`config.mk`:
```
export PLATFORM = sky130hd
export DESIGN_NAME = retention_pwr_ctrl
export DESIGN_NICKNAME = d
export VERILOG_FILES = /design/src/rtl/pwr_ctrl_pkg.sv /design/src/rtl/pwr_dly_cnt.sv /design/src/rtl/retention_pwr_ctrl.sv
export SDC_FILE = /design/constraint.sdc
export NUM_CORES = 1
export LEC_CHECK = 0
export CAP_MARGIN = 20
export CORE_MARGIN = 8
export CORE_UTILIZATION = 35
export DETAILED_ROUTE_END_ITERATION = 12
export GPL_TIMING_DRIVEN = 1
export PLACE_DENSITY = 0.56
export SLEW_MARGIN = 20
export SYNTH_ARGS = -nofsm -noshare
export SYNTH_HDL_FRONTEND = slang
export SYNTH_SLANG_ARGS = --single-unit
```
`constraint.sdc`:
```
create_clock -name CLK -period 2.5 [get_ports CLK]
set_input_delay 0.25 -clock CLK [delete_from_list [all_inputs] [get_ports CLK]]
set_output_delay 0.25 -clock CLK [all_outputs]
set_load 0.05 [all_outputs]
```
`src/rtl/pwr_ctrl_pkg.sv`:
```
// Shared types and default timing for the retention power sequencer.
//   pwr_state_e : sequencer states
//   pwr_out_t   : registered control outputs bundled as one payload
//   DEF_*       : default delay / timeout / counter-width constants
package pwr_ctrl_pkg;

  localparam int unsigned DEF_CLK_DLY = 2;
  localparam int unsigned DEF_ISO_DLY = 2;
  localparam int unsigned DEF_RET_DLY = 4;
  localparam int unsigned DEF_PWR_TMO = 64;
  localparam int unsigned DEF_CNT_W   = 8;

  typedef enum logic [3:0] {
    ST_ON      = 4'd0,
    ST_CLK_OFF = 4'd1,
    ST_ISO_ON  = 4'd2,
    ST_SAVE    = 4'd3,
    ST_PWR_DN  = 4'd4,
    ST_OFF     = 4'd5,
    ST_PWR_UP  = 4'd6,
    ST_RESTORE = 4'd7,
    ST_ISO_OFF = 4'd8
  } pwr_state_e;

  typedef struct packed {
    logic sleep_ack;
    logic clk_en;
    logic iso_en;
    logic retn;
    logic pwr_en;
    logic pwr_err;
  } pwr_out_t;

  // Domain fully on: clock running, no isolation, retention transparent, powered.
  localparam pwr_out_t OUT_RST = '{
    sleep_ack: 1'b0,
    clk_en:    1'b1,
    iso_en:    1'b0,
    retn:      1'b1,
    pwr_en:    1'b1,
    pwr_err:   1'b0
  };

endpackage

```
`src/rtl/pwr_dly_cnt.sv`:
```
// Loadable down-counter with zero flag, shared by all wait/timeout states.
//   clk, rst  : always-on clock, async active-high reset
//   load      : load load_val this cycle (takes priority over decrement)
//   load_val  : value to load (delay - 1)
//   zero_c    : count is zero (combinational from the count register)
module pwr_dly_cnt
  import pwr_ctrl_pkg::*;
#(
  parameter int unsigned W = DEF_CNT_W
) (
  input  logic         clk,
  input  logic         rst,
  input  logic         load,
  input  logic [W-1:0] load_val,
  output logic         zero_c
);

  logic [W-1:0] cnt_q;

  // Saturating decrement so an idle counter parks at zero.
  always_ff @(posedge clk or posedge rst) begin
    if (rst) begin
      cnt_q <= '0;
    end else if (load) begin
      cnt_q <= load_val;
    end else if (cnt_q != '0) begin
      cnt_q <= cnt_q - W'(1);
    end
  end

  assign zero_c = (cnt_q == '0);

endmodule

```
`src/rtl/retention_pwr_ctrl.sv`:
```
// Always-on sleep/wake sequencer for a retention-flop power domain.
// Sleep: gate clock -> isolate -> RETN low -> power off.
// Wake : power on -> RETN high -> release isolation -> ungate clock.
//   CLK, RST   : always-on clock, async active-high reset
//   SLEEP_REQ  : 1 = sleep, 0 = wake (level)
//   PWR_ACK    : power-switch status, 1 = powered (already synchronous)
//   SLEEP_ACK  : 1 = domain fully off
//   CLK_EN     : domain clock-gate enable
//   ISO_EN     : output isolation enable
//   RETN       : retention control, 0 = hold
//   PWR_EN     : power-switch enable
//   PWR_ERR    : sticky PWR_ACK timeout flag
module retention_pwr_ctrl
  import pwr_ctrl_pkg::*;
#(
  parameter int unsigned CLK_DLY = DEF_CLK_DLY,
  parameter int unsigned ISO_DLY = DEF_ISO_DLY,
  parameter int unsigned RET_DLY = DEF_RET_DLY,
  parameter int unsigned PWR_TMO = DEF_PWR_TMO,
  parameter int unsigned CNT_W   = DEF_CNT_W
) (
  input  logic CLK,
  input  logic RST,
  input  logic SLEEP_REQ,
  input  logic PWR_ACK,
  output logic SLEEP_ACK,
  output logic CLK_EN,
  output logic ISO_EN,
  output logic RETN,
  output logic PWR_EN,
  output logic PWR_ERR
);

  // Counter reload values: a wait of N cycles loads N-1 and exits at zero.
  localparam logic [CNT_W-1:0] CLK_LD = CNT_W'(CLK_DLY - 1);
  localparam logic [CNT_W-1:0] ISO_LD = CNT_W'(ISO_DLY - 1);
  localparam logic [CNT_W-1:0] RET_LD = CNT_W'(RET_DLY - 1);
  localparam logic [CNT_W-1:0] TMO_LD = CNT_W'(PWR_TMO - 1);

  pwr_state_e       state_q, state_d;
  pwr_out_t         out_q, out_d;
  logic             cnt_load_c;
  logic [CNT_W-1:0] cnt_val_c;
  logic             cnt_zero_c;

  pwr_dly_cnt #(.W(CNT_W)) u_dly_cnt (
    .clk      (CLK),
    .rst      (RST),
    .load     (cnt_load_c),
    .load_val (cnt_val_c),
    .zero_c   (cnt_zero_c)
  );

  // State and output registers; reset forces the domain fully on.
  always_ff @(posedge CLK or posedge RST) begin
    if (RST) begin
      state_q <= ST_ON;
      out_q   <= OUT_RST;
    end else begin
      state_q <= state_d;
      out_q   <= out_d;
    end
  end

  // Next state, next outputs and counter reload. Each state's action
  // is applied on the transition into it so outputs stay registered.
  always_comb begin
    state_d    = state_q;
    out_d      = out_q;
    cnt_load_c = 1'b0;
    cnt_val_c  = '0;

    unique case (state_q)
      ST_ON: begin
        if (SLEEP_REQ) begin
          state_d      = ST_CLK_OFF;
          out_d.clk_en = 1'b0;
          cnt_load_c   = 1'b1;
          cnt_val_c    = CLK_LD;
        end
      end
      ST_CLK_OFF: begin
        if (cnt_zero_c) begin
          state_d      = ST_ISO_ON;
          out_d.iso_en = 1'b1;
          cnt_load_c   = 1'b1;
          cnt_val_c    = ISO_LD;
        end
      end
      ST_ISO_ON: begin
        if (cnt_zero_c) begin
          state_d    = ST_SAVE;
          out_d.retn = 1'b0;
          cnt_load_c = 1'b1;
          cnt_val_c  = RET_LD;
        end
      end
      ST_SAVE: begin
        if (cnt_zero_c) begin
          state_d      = ST_PWR_DN;
          out_d.pwr_en = 1'b0;
          cnt_load_c   = 1'b1;
          cnt_val_c    = TMO_LD;
        end
      end
      ST_PWR_DN: begin
        // Ack beats timeout when both happen on the same cycle.
        if (!PWR_ACK || cnt_zero_c) begin
          state_d         = ST_OFF;
          out_d.sleep_ack = 1'b1;
          if (PWR_ACK) begin
            out_d.pwr_err = 1'b1;
          end
        end
      end
      ST_OFF: begin
        if (!SLEEP_REQ) begin
          state_d      = ST_PWR_UP;
          out_d.pwr_en = 1'b1;
          cnt_load_c   = 1'b1;
          cnt_val_c    = TMO_LD;
        end
      end
      ST_PWR_UP: begin
        if (PWR_ACK || cnt_zero_c) begin
          state_d    = ST_RESTORE;
          out_d.retn = 1'b1;
          cnt_load_c = 1'b1;
          cnt_val_c  = ISO_LD;
          if (!PWR_ACK) begin
            out_d.pwr_err = 1'b1;
          end
        end
      end
      ST_RESTORE: begin
        if (cnt_zero_c) begin
          state_d      = ST_ISO_OFF;
          out_d.iso_en = 1'b0;
          cnt_load_c   = 1'b1;
          cnt_val_c    = CLK_LD;
        end
      end
      ST_ISO_OFF: begin
        if (cnt_zero_c) begin
          state_d         = ST_ON;
          out_d.clk_en    = 1'b1;
          out_d.sleep_ack = 1'b0;
        end
      end
      default: begin
        // Unreachable encodings recover to fully on; error history is kept.
        state_d       = ST_ON;
        out_d         = OUT_RST;
        out_d.pwr_err = out_q.pwr_err;
      end
    endcase
  end

  assign SLEEP_ACK = out_q.sleep_ack;
  assign CLK_EN    = out_q.clk_en;
  assign ISO_EN    = out_q.iso_en;
  assign RETN      = out_q.retn;
  assign PWR_EN    = out_q.pwr_en;
  assign PWR_ERR   = out_q.pwr_err;

endmodule
```
Word level (Yosys, flattened, before mapping)
Cells that the tools add are included.

operators by class
  $add $sub $neg = 1
  equal/unequal tests = 19
  mux-type cells = 41
  bitwise logic cells = 5
  reduce and logical (&&, ||, !) cells = 22

operator list
  operator                                                               count
  4-bit two-way mux                                                      9
  4-bit one-hot mux with 9 select lines                                  1
  6-bit one-hot mux with 6 select lines                                  1
  7-bit OR reduction                                                     5
  2-bit != test, second input constant                                   11
  1-bit two-way mux                                                      17
  4-bit by 3-bit equality test with 1-bit output, second input constant  4
  8-bit two-way mux                                                      2
  1-bit one-hot mux with 3 select lines                                  5
  3-bit AND reduction                                                    5
  6-bit two-way mux                                                      2
  9-bit AND reduction                                                    1
  4-bit by 2-bit equality test with 1-bit output, second input constant  2
  8-bit logical NOT                                                      1
  8-bit nonzero test                                                     1
  8-bit by 1-bit subtractor with 8-bit output, second input constant     1
  1-bit inverter                                                         5
  5-bit AND reduction                                                    1
  4-bit by 1-bit equality test with 1-bit output, second input constant  1
  4-bit equality test, second input constant                             1
  4-bit logical NOT                                                      1
  2-bit two-way mux                                                      2
  1-bit one-hot mux with 4 select lines                                  1
  2-bit nonzero test                                                     2
  other kinds (5)                                                        6

storage, ports and cells
  register bits = 18
  output and inout bits = 6
  word-level logic and storage cells = 96

Depth between registers and ports, before layout
Gate-level depths: netlist of the first run.

  depth after elaboration = 5
  mapped depth = 6
  depth with buffers taken out = 6

Hierarchy
Synthesis of the first run repeated with hierarchy kept, for this count alone.

unflattened totals
  cell total of the unflattened synthesis = 146
  area, all modules = 1228.7 um^2

modules (own cells, without submodules)
  module              instances  cells an instance  area an instance (um^2)  sequential area each (um^2)
  retention_pwr_ctrl  1          90                 732.0                    254.0
  pwr_dly_cnt         1          56                 496.7                    200.2

Least setup slack after synthesis of the first run
OpenSTA, ideal clock, no wires.

  kind = flip-flop to flip-flop
  start point = register u_dly_cnt.cnt_q[0]
  end point = register state_q[0]
  library setup time = 124 ps
  arrival = 1689 ps
  data required time = 2376 ps
  setup slack = 687 ps
  cell stages (with the launch flop) = 7
  path buffers = 0
  period minus slack after synthesis = 1813 ps
  cell sequence = dfrtp_1 > inv_1 > ha_1 > or3b_2 > nor2_4 > nor4b_1 > o31a_1

between the ends
  word-level cells in the longest chain between the ends = 4
  elaborated cells between the ends (all ways) = 11

RTL lines
  element                                     RTL line                                              RTL
  start: declaration                          pwr_dly_cnt.sv:18                                     logic [W-1:0] cnt_q;
  start signal: assignment                    pwr_dly_cnt.sv:25                                     cnt_q <= load_val;
  start signal: assignment                    pwr_dly_cnt.sv:27                                     cnt_q <= cnt_q - W'(1);
  8-bit logical NOT (*)                       pwr_dly_cnt.sv:31                                     assign zero_c = (cnt_q == '0);
  1-bit logical OR, on equally long branches  retention_pwr_ctrl.sv:125, retention_pwr_ctrl.sv:108
  2-bit != test (no line)                     n/a
  9-bit AND reduction (no line) (*)           n/a
  end signal: assignment                      retention_pwr_ctrl.sv:60                              state_q <= state_d;
  end: declaration                            retention_pwr_ctrl.sv:40                              pwr_state_e state_q, state_d;

Every way passes the cells marked *; elsewhere a longest branch is shown, timed or not.
A chain may end at the register's enable or synchronous reset.

Final worst setup path of the first run
  start point = register u_dly_cnt.cnt_q[1]
  end point = register u_dly_cnt.cnt_q[1]

between the ends
  word-level cells in the longest chain between the ends = 5
  elaborated cells between the ends (all ways) = 13

RTL lines
  element
  parallel branches: the longest is 5 deep, another holds 8-bit by 1-bit subtractor with 8-bit output

Parallel ways; which one is timed is not known. The select of a mux whose other input is x is not followed.

==> metrics.md, run 1 <==
| Metric | Value |
|---|---|
| Post-CTS Resized | 0 |
| Gate Count Post-Synth | about 140 |
| Number of buffers and inverters on the critical path | 1 |
| Final Wtd Congestion | 0.7660 |
| Port Buffers | 9 |
| Core Area | 0.003633 mm2 |
| Area Overhead vs Synth | 14.45% |
| Drt drc | 0 |
| Routed wire length | about 3000 um |
| H-tree Lvls | 1 |
| Asr flop ratio synth | between 90% and 100% |
| Sequential-to-total area share from yosys stat | about a third |
| Combinational share of power | 54.2% |
| Post-synthesis cell type count | 56 |
| CP Cell Sequence | inv_1 > ha_1 > nor3b_2 > and4_2 > o21ai_0 > o221ai_2 |
| Drt first pass iters | 7 |
| Critical path's slowest cell | o21ai_0 |
| Unrepaired setup endpoints after global routing | no |
| CP arrival | 2170 ps |
| Worst R2R Setup Slack | roughly 430 ps |
| Worst reg2reg path depth | 6 |
| Worst slew margin relative to its limit | a little over half |
| Post-DP HPWL | 2173 um |
| Vias in the first global route | approximately 1,000 |
| Post-synth EDFFs | 0 |
| Final instance area | around 0.0015 mm2 |
| Reg clk slew, reported paths | approximately 80 ps |
| Synthesized area per cell | ~9.1 um2 |
| Worst R2R End | u_dly_cnt.cnt_q[1]$_DFFE_PP0P_ |
| P per Cell Area | 1291 mW/mm2 |
| Achievable Freq | about 480 MHz |
| Period utilisation layout | 82.63% |
| Syn_nets | 150 |
| Leakage | between 0.5 and 0.6 nW |
| Setup WS post-layout | 434.2 ps |
| Die height | 77.12 um |
| Antenna cells | 0 |
| Ys Warns | 0 |
| Clock Power Share | about an eighth |
| Max Cap Violations | 0 |
| CTS max path bufs | 2 |
| Final #Nets | approximately 160 |
| CP top delay family | compound AO/OA/AOI/OAI gates |
| CTS Sinks | 18 |
| Slew @ Worst Pin | slightly below 700 ps |
| Dpl cell area | 0.001441 mm2 |
| # hold bufs at CTS | 0 |
| Row count | 22 |
| Final critical-path required period | between 2000 and 2500 ps |
| CTS root buffer | clkbuf_8 |
| Share of the synthesized area in the top cell type | about 29% |
| Worst vdd ir | ~0.00053 V |
| Synth area leader | dfrtp_1 |
| Setup TNS | 0 ps |
| Worst r2r src | u_dly_cnt.cnt_q[1]$_DFFE_PP0P_ |
| Final setup vio count | 0 |
| Sw Ratio | approximately 46% |
| Final Hold Fails | 0 |
| Crit Path Max Fanout | 5 |
| First-pass GRT wire length | roughly 5100 um |
| Layout cells sized above 1 | approximately 17% |
| Post-place setup slack | between 300 and 400 ps |
| Worst Hold Class | input port to asynchronous set/reset pin |
| Detailed Route Iter0 Violations | 48 |
| Max incr delay on CP | between 500 and 600 ps |
| Worst-Skew Late Latency | ~260 ps |
| Setup CP Type | flop to flop |
| Post-detailed-route wirelength per cell | 15.01 um |
| CTS Buf Count | 3 |
| Post-synth top cells | dfrtp_1 (15), nor2_1 (12), a21oi_1 (10) |
| Mapped cell area | around 0.0013 mm2 |
| Setup Skew | about 3.1 ps |
| Crit start category | flop |
| Sequential Power Share | between 30% and 40% |
| Dominant synthesized flop cell | dfrtp_1 |
| Number of routed nets with antenna violations | 0 |
| Internal power | 1.044 mW |
| Starting Density | a little over a third |
| DIE AREA | approximately 0.006 mm2 |
| Antenna violations before repair | 0 |
| Critical Path Sink Type | flop |
| Ranking of synthesized cells by area | dfrtp_1 (29%), dfstp_2 (6.0%), a21oi_1 (3.8%) |
| Crit path required time | about 2600 ps |
| # IOs | 10 |
| Slew Viols, Final | 0 |
| Number of post-CTS setup repair buffers | 0 |
| Largest net degree at the start of global routing | 25 |
| Total GRT Usage | roughly a tenth |
| Count leader, synth | dfrtp_1 |
| #FFs+latches synth | 18 |
| Vias per inst | 5.543 |
| P_sw | around 890 uW |
| DIE WIDTH | 77.12 um |
| GR Overflow Total | 0 |
| Vias | roughly 1,100 |
| Status | finished clean |
| CTS tree | done |
[worst reg2reg max path, stage by stage (launching register included)]
cell      delay (ps)
dfrtp_1          430
inv_1             90
ha_1             220
nor3b_2          200
and4_2           220
o21ai_0          560
o221ai_2         190
[power by group through the flow]
stage / combinational [mW] / clock (mW) / sequential (mW)
2_1_floorplan: 0.759 / 0 / 0.682
3_3_place_gp: 1.04 / 0 / 0.632
3_5_place_dp: 1.05 / 0 / 0.638
4_1_cts: 1.06 / 0.256 / 0.634
5_1_grt: 1.15 / 0.269 / 0.664
6_report: 1.05 / 0.249 / 0.636
[state kept, by name, summed over array words and instances (netlist names)]
register	count
CLK_EN	1
ISO_EN	1
PWR_EN	1
PWR_ERR	1
RETN	1
SLEEP_ACK	1
state_q	4
u_dly_cnt.cnt_q	8
[worst max-delay path by stage]
stage	from	end	cells after the start
floorplan	u_dly_cnt.cnt_q[0]$_DFFE_PP0P_	state_q[0]$_DFFE_PP0P_	6
global placement	PWR_ACK	state_q[0]$_DFFE_PP0P_	5
detailed placement	PWR_ACK	state_q[0]$_DFFE_PP0P_	5
CTS	u_dly_cnt.cnt_q[0]$_DFFE_PP0P_	u_dly_cnt.cnt_q[1]$_DFFE_PP0P_	6
global route	state_q[0]$_DFFE_PP0P_	state_q[0]$_DFFE_PP0P_	4
finish	u_dly_cnt.cnt_q[1]$_DFFE_PP0P_	u_dly_cnt.cnt_q[1]$_DFFE_PP0P_	6
[cell families after synthesis]
kind of cell | after synthesis | share of synthesized area [%]
AO/OA/AOI/OAI | 43 | 25.84
XOR/XNOR | 7 | 4.689
adder cells (fa/ha/maj) | 2 | 1.914
buffers and inverters | 19 | 5.836
flip-flops | 18 | 34.74
multiplexers | 1 | 0.7656
AND/OR/NAND/NOR | 54 | 26.22
[metrics by stage]
step	hold slack, ps	util [%]	total power [mW]	std cells
2_1_floorplan	186.4	-	1.441	144
3_3_place_gp	459.1	39.67	1.676	195
6_report	397.0	41.18	1.932	199
3_5_place_dp	468.2	39.67	1.688	195
5_1_grt	495.8	41.18	2.082	199
4_1_cts	441.6	41.18	1.945	199
[layout by cell type, fill, tap and decap left out, types with 2 or more instances in the layout]
cell type,count
a21o_1,2
a21oi_1,10
a31oi_1,3
buf_4,3
clkbuf_8,4
clkdlybuf4s50_1,9
dfrtp_1,15
dfstp_2,3
ha_1,2
inv_1,9
nand2_1,7
nand2b_1,4
nand3_1,2
nor2_1,12
nor2b_1,4
nor3_1,4
nor3b_1,3
o211ai_1,2
o21ai_0,4
o31a_1,2
o31ai_1,6
o32a_1,2
xnor2_1,5
xor2_1,2
[layer usage]
metal | global-route usage (%) | vias to the layer above | wire, um
met5 | 0 | - | 0
met4 | 1.698 | 0 | 22
met3 | 1.865 | 4 | 127
met2 | 15.67 | 24 | 1351
met1 | 14.52 | 534 | 1486
li1 | - | 541 | -
[cell type report]
class,instances,area [um2]
clock buffer,4,55.05
fill,377,2137
inverter,10,37.54
multi-input combinational,107,777.0
sequential,18,454.2
tap,48,60.06
timing repair buffer,12,112.6
(Power assumes the default switching activity.)
==> inputs of run 2 (changes only) <==
PLACE_DENSITY = 0.58   (was 0.56)
clock period = 1.7 ns   (was 2.5 ns; I/O delays follow)
==> metrics.md, run 2 (synthesized netlist as in run 1, its figures left out) <==
| Metric | Value |
|---|---|
| Row count | 22 |
| Vias per inst | 5.328 |
| Max incr delay on CP | roughly 360 ps |
| P per Cell Area | around 1900 mW/mm2 |
| Post-route insts no fill | between 200 and 250 |
| Post-DP HPWL | between 2000 and 3000 um |
| Final critical-path required period | 1704 ps |
| Max Cap Violations | 0 |
| Leakage | 0.7376 nW |
| Setup Skew | between 3 and 4 ps |
| Antenna cells | 0 |
| Core Area | 0.003633 mm2 |
| Status | finished with violations |
| DIE AREA | about 0.0059 mm2 |
| Drt first pass iters | 4 |
| Antenna violations before repair | 0 |
| Worst slew margin relative to its limit | between 70% and 80% |
| Worst vdd ir | approximately 0.0009 V |
| Top Registers | u_dly_cnt.cnt_q x8, state_q x4 |
| Register area | ~460 um2 |
| Drt drc | 0 |
| Biggest register | u_dly_cnt.cnt_q |
| Routed wire length | around 3600 um |
| Violated checks | setup timing |
| Total GRT Usage | roughly an eighth |
| Area Overhead vs Synth | 35.50% |
| Unrepaired setup endpoints after global routing | yes |
| Post-detailed-route wirelength per cell | ~16 um |
| Layout cells sized above 1 | a little under two fifths |
| Finished Core Util | between 40% and 50% |
| CP top delay family | compound AO/OA/AOI/OAI gates |
| Starting Density | 35.98% |
| Detailed Route Iter0 Violations | 80 |
| Number of routed nets with antenna violations | 0 |
| Commonest non-fill, non-tap cell in the layout | buf_4 |
| DP Cell Count | ~220 |
| CTS tree | done |
| First-pass GRT wire length | about 6000 um |
| Fillers | about 350 |
| DIE WIDTH | slightly below 80 um |
| CTS max path bufs | 2 |
| Final Hold Fails | 0 |
| Largest net degree at the start of global routing | 19 |
| Slew @ Worst Pin | between 400 and 500 ps |
| Worst Hold Class | input port to asynchronous set/reset pin |
| CP Cell Sequence | inv_2 > ha_4 > or3b_4 > nor2_4 > buf_6 > o32a_1 > o31a_1 |
| Crit path required time | around 1800 ps |
| Vias | ~1,200 |
| Final #Nets | ~190 |
| # hold bufs at CTS | 0 |
| Crit start category | flop |
| Final Wtd Congestion | about 0.8 |
| Post-place setup slack | -261.1 ps |
| Period utilisation layout | 100.2% |
| Reg clk slew, reported paths | about 70 ps |
| Slew Viols, Final | 0 |
| Number of buffers and inverters on the critical path | 2 |
| H-tree Lvls | 1 |
| Critical path's slowest cell | dfrtp_1 |
| Number of flip-flops in the largest register | 8 |
| CTS Sinks | 18 |
| Vias in the first global route | roughly 1,200 |
| Setup WS post-layout | -3.712 ps |
| CTS root buffer | clkbuf_8 |
| Port Buffers | 9 |
| CP arrival | 1850 ps |
| Critical Path Sink Type | flop |
| Final setup vio count | 1 |
| Setup CP Type | flop to flop |
| Achievable Freq | 587.0 MHz |
| GR Overflow Total | 0 |
| # IOs | 10 |
| Die height | around 77 um |
| Commonest non-fill, non-tap cells in the layout | buf_4 (36), dfrtp_1 (14), nor2_1 (12) |
| Worst-Skew Late Latency | 260 ps |
| Crit Path Max Fanout | 4 |
| Area of the multi-input gates | between 800 and 900 um2 |
| CTS Buf Count | 3 |
## run 2: cell types whose count changed in the layout (fill, tap and decap cells not counted), moves of 2 or more
cell / change
inv_1: -2
clkdlybuf4s50_1: -6
a21oi_2: +2
buf_4: +33
a21oi_1: -2
buf_6: +2
inv_2: +2
## run 2: area by class of cell
cell class,count,share of cell area (%)
clock buffers,4,3.107
inverters,10,2.119
multi-input cells,107,46.33
flip-flops and latches,18,25.71
well taps,48,3.390
repair buffers,42,19.35
## run 2: worst min-delay path: stages
cell and delay, ps:
clkdlybuf4s50_1 390, inv_1 50, buf_4 250
## run 2: per-stage QoR
stage          hold slack (ps)  instance area (um2)  total power [mW]  TNS (ps)
6_report                 228.1                 1772             3.379    -3.712
5_1_grt                  289.5                 1772             3.630    -257.3
4_1_cts                  233.1                 1742             3.336    -32.49
3_5_place_dp             461.8                 1655             2.899    -377.1
3_3_place_gp             466.5                 1655             2.839    -183.4
2_1_floorplan            106.4                 1329             2.170         0
## run 2: per-layer routing
layer  GRT usage (%)  wire length (um)  vias up  share of wire (%)
met5               0                 0        -                  0
met4           5.283                27        0               0.76
met3           1.049                47        2                1.3
met2           18.62              1713       16                 48
met1           17.53              1766      598                 50
li1                -                 -      604                  -
## run 2: power by group
part	switching (mW)	internal (mW)	leakage, nW
clock	0.156	0.206	0.0288
combinational	1.14	1.06	0.492
sequential	0.181	0.632	0.217
total	1.48	1.90	0.738
## run 2: what timing repair did
item,4_1_cts,5_1_grt
setup endpoints to repair,3,11
endpoints found under the hold margin,0,0
gates resized for setup,4,7
cloned,0,0
pin swaps,6,8
setup buffers,3,1
## run 2: final timing paths
kind	start	endpoint	slack [ps]	depth (start not counted)
min reg2reg	PWR_ERR$_DFFE_PP0P_	PWR_ERR$_DFFE_PP0P_	480	1
max reg2reg	u_dly_cnt.cnt_q[0]$_DFFE_PP0P_	state_q[0]$_DFFE_PP0P_	-4	7
min	RST	u_dly_cnt.cnt_q[3]$_DFFE_PP0P_	230	3
min in group CLK	PWR_ERR$_DFFE_PP0P_	PWR_ERR$_DFFE_PP0P_	480	1
max	u_dly_cnt.cnt_q[0]$_DFFE_PP0P_	state_q[0]$_DFFE_PP0P_	-4	7
max in group asynchronous	RST	CLK_EN$_DFFE_PP1P_	1200	3
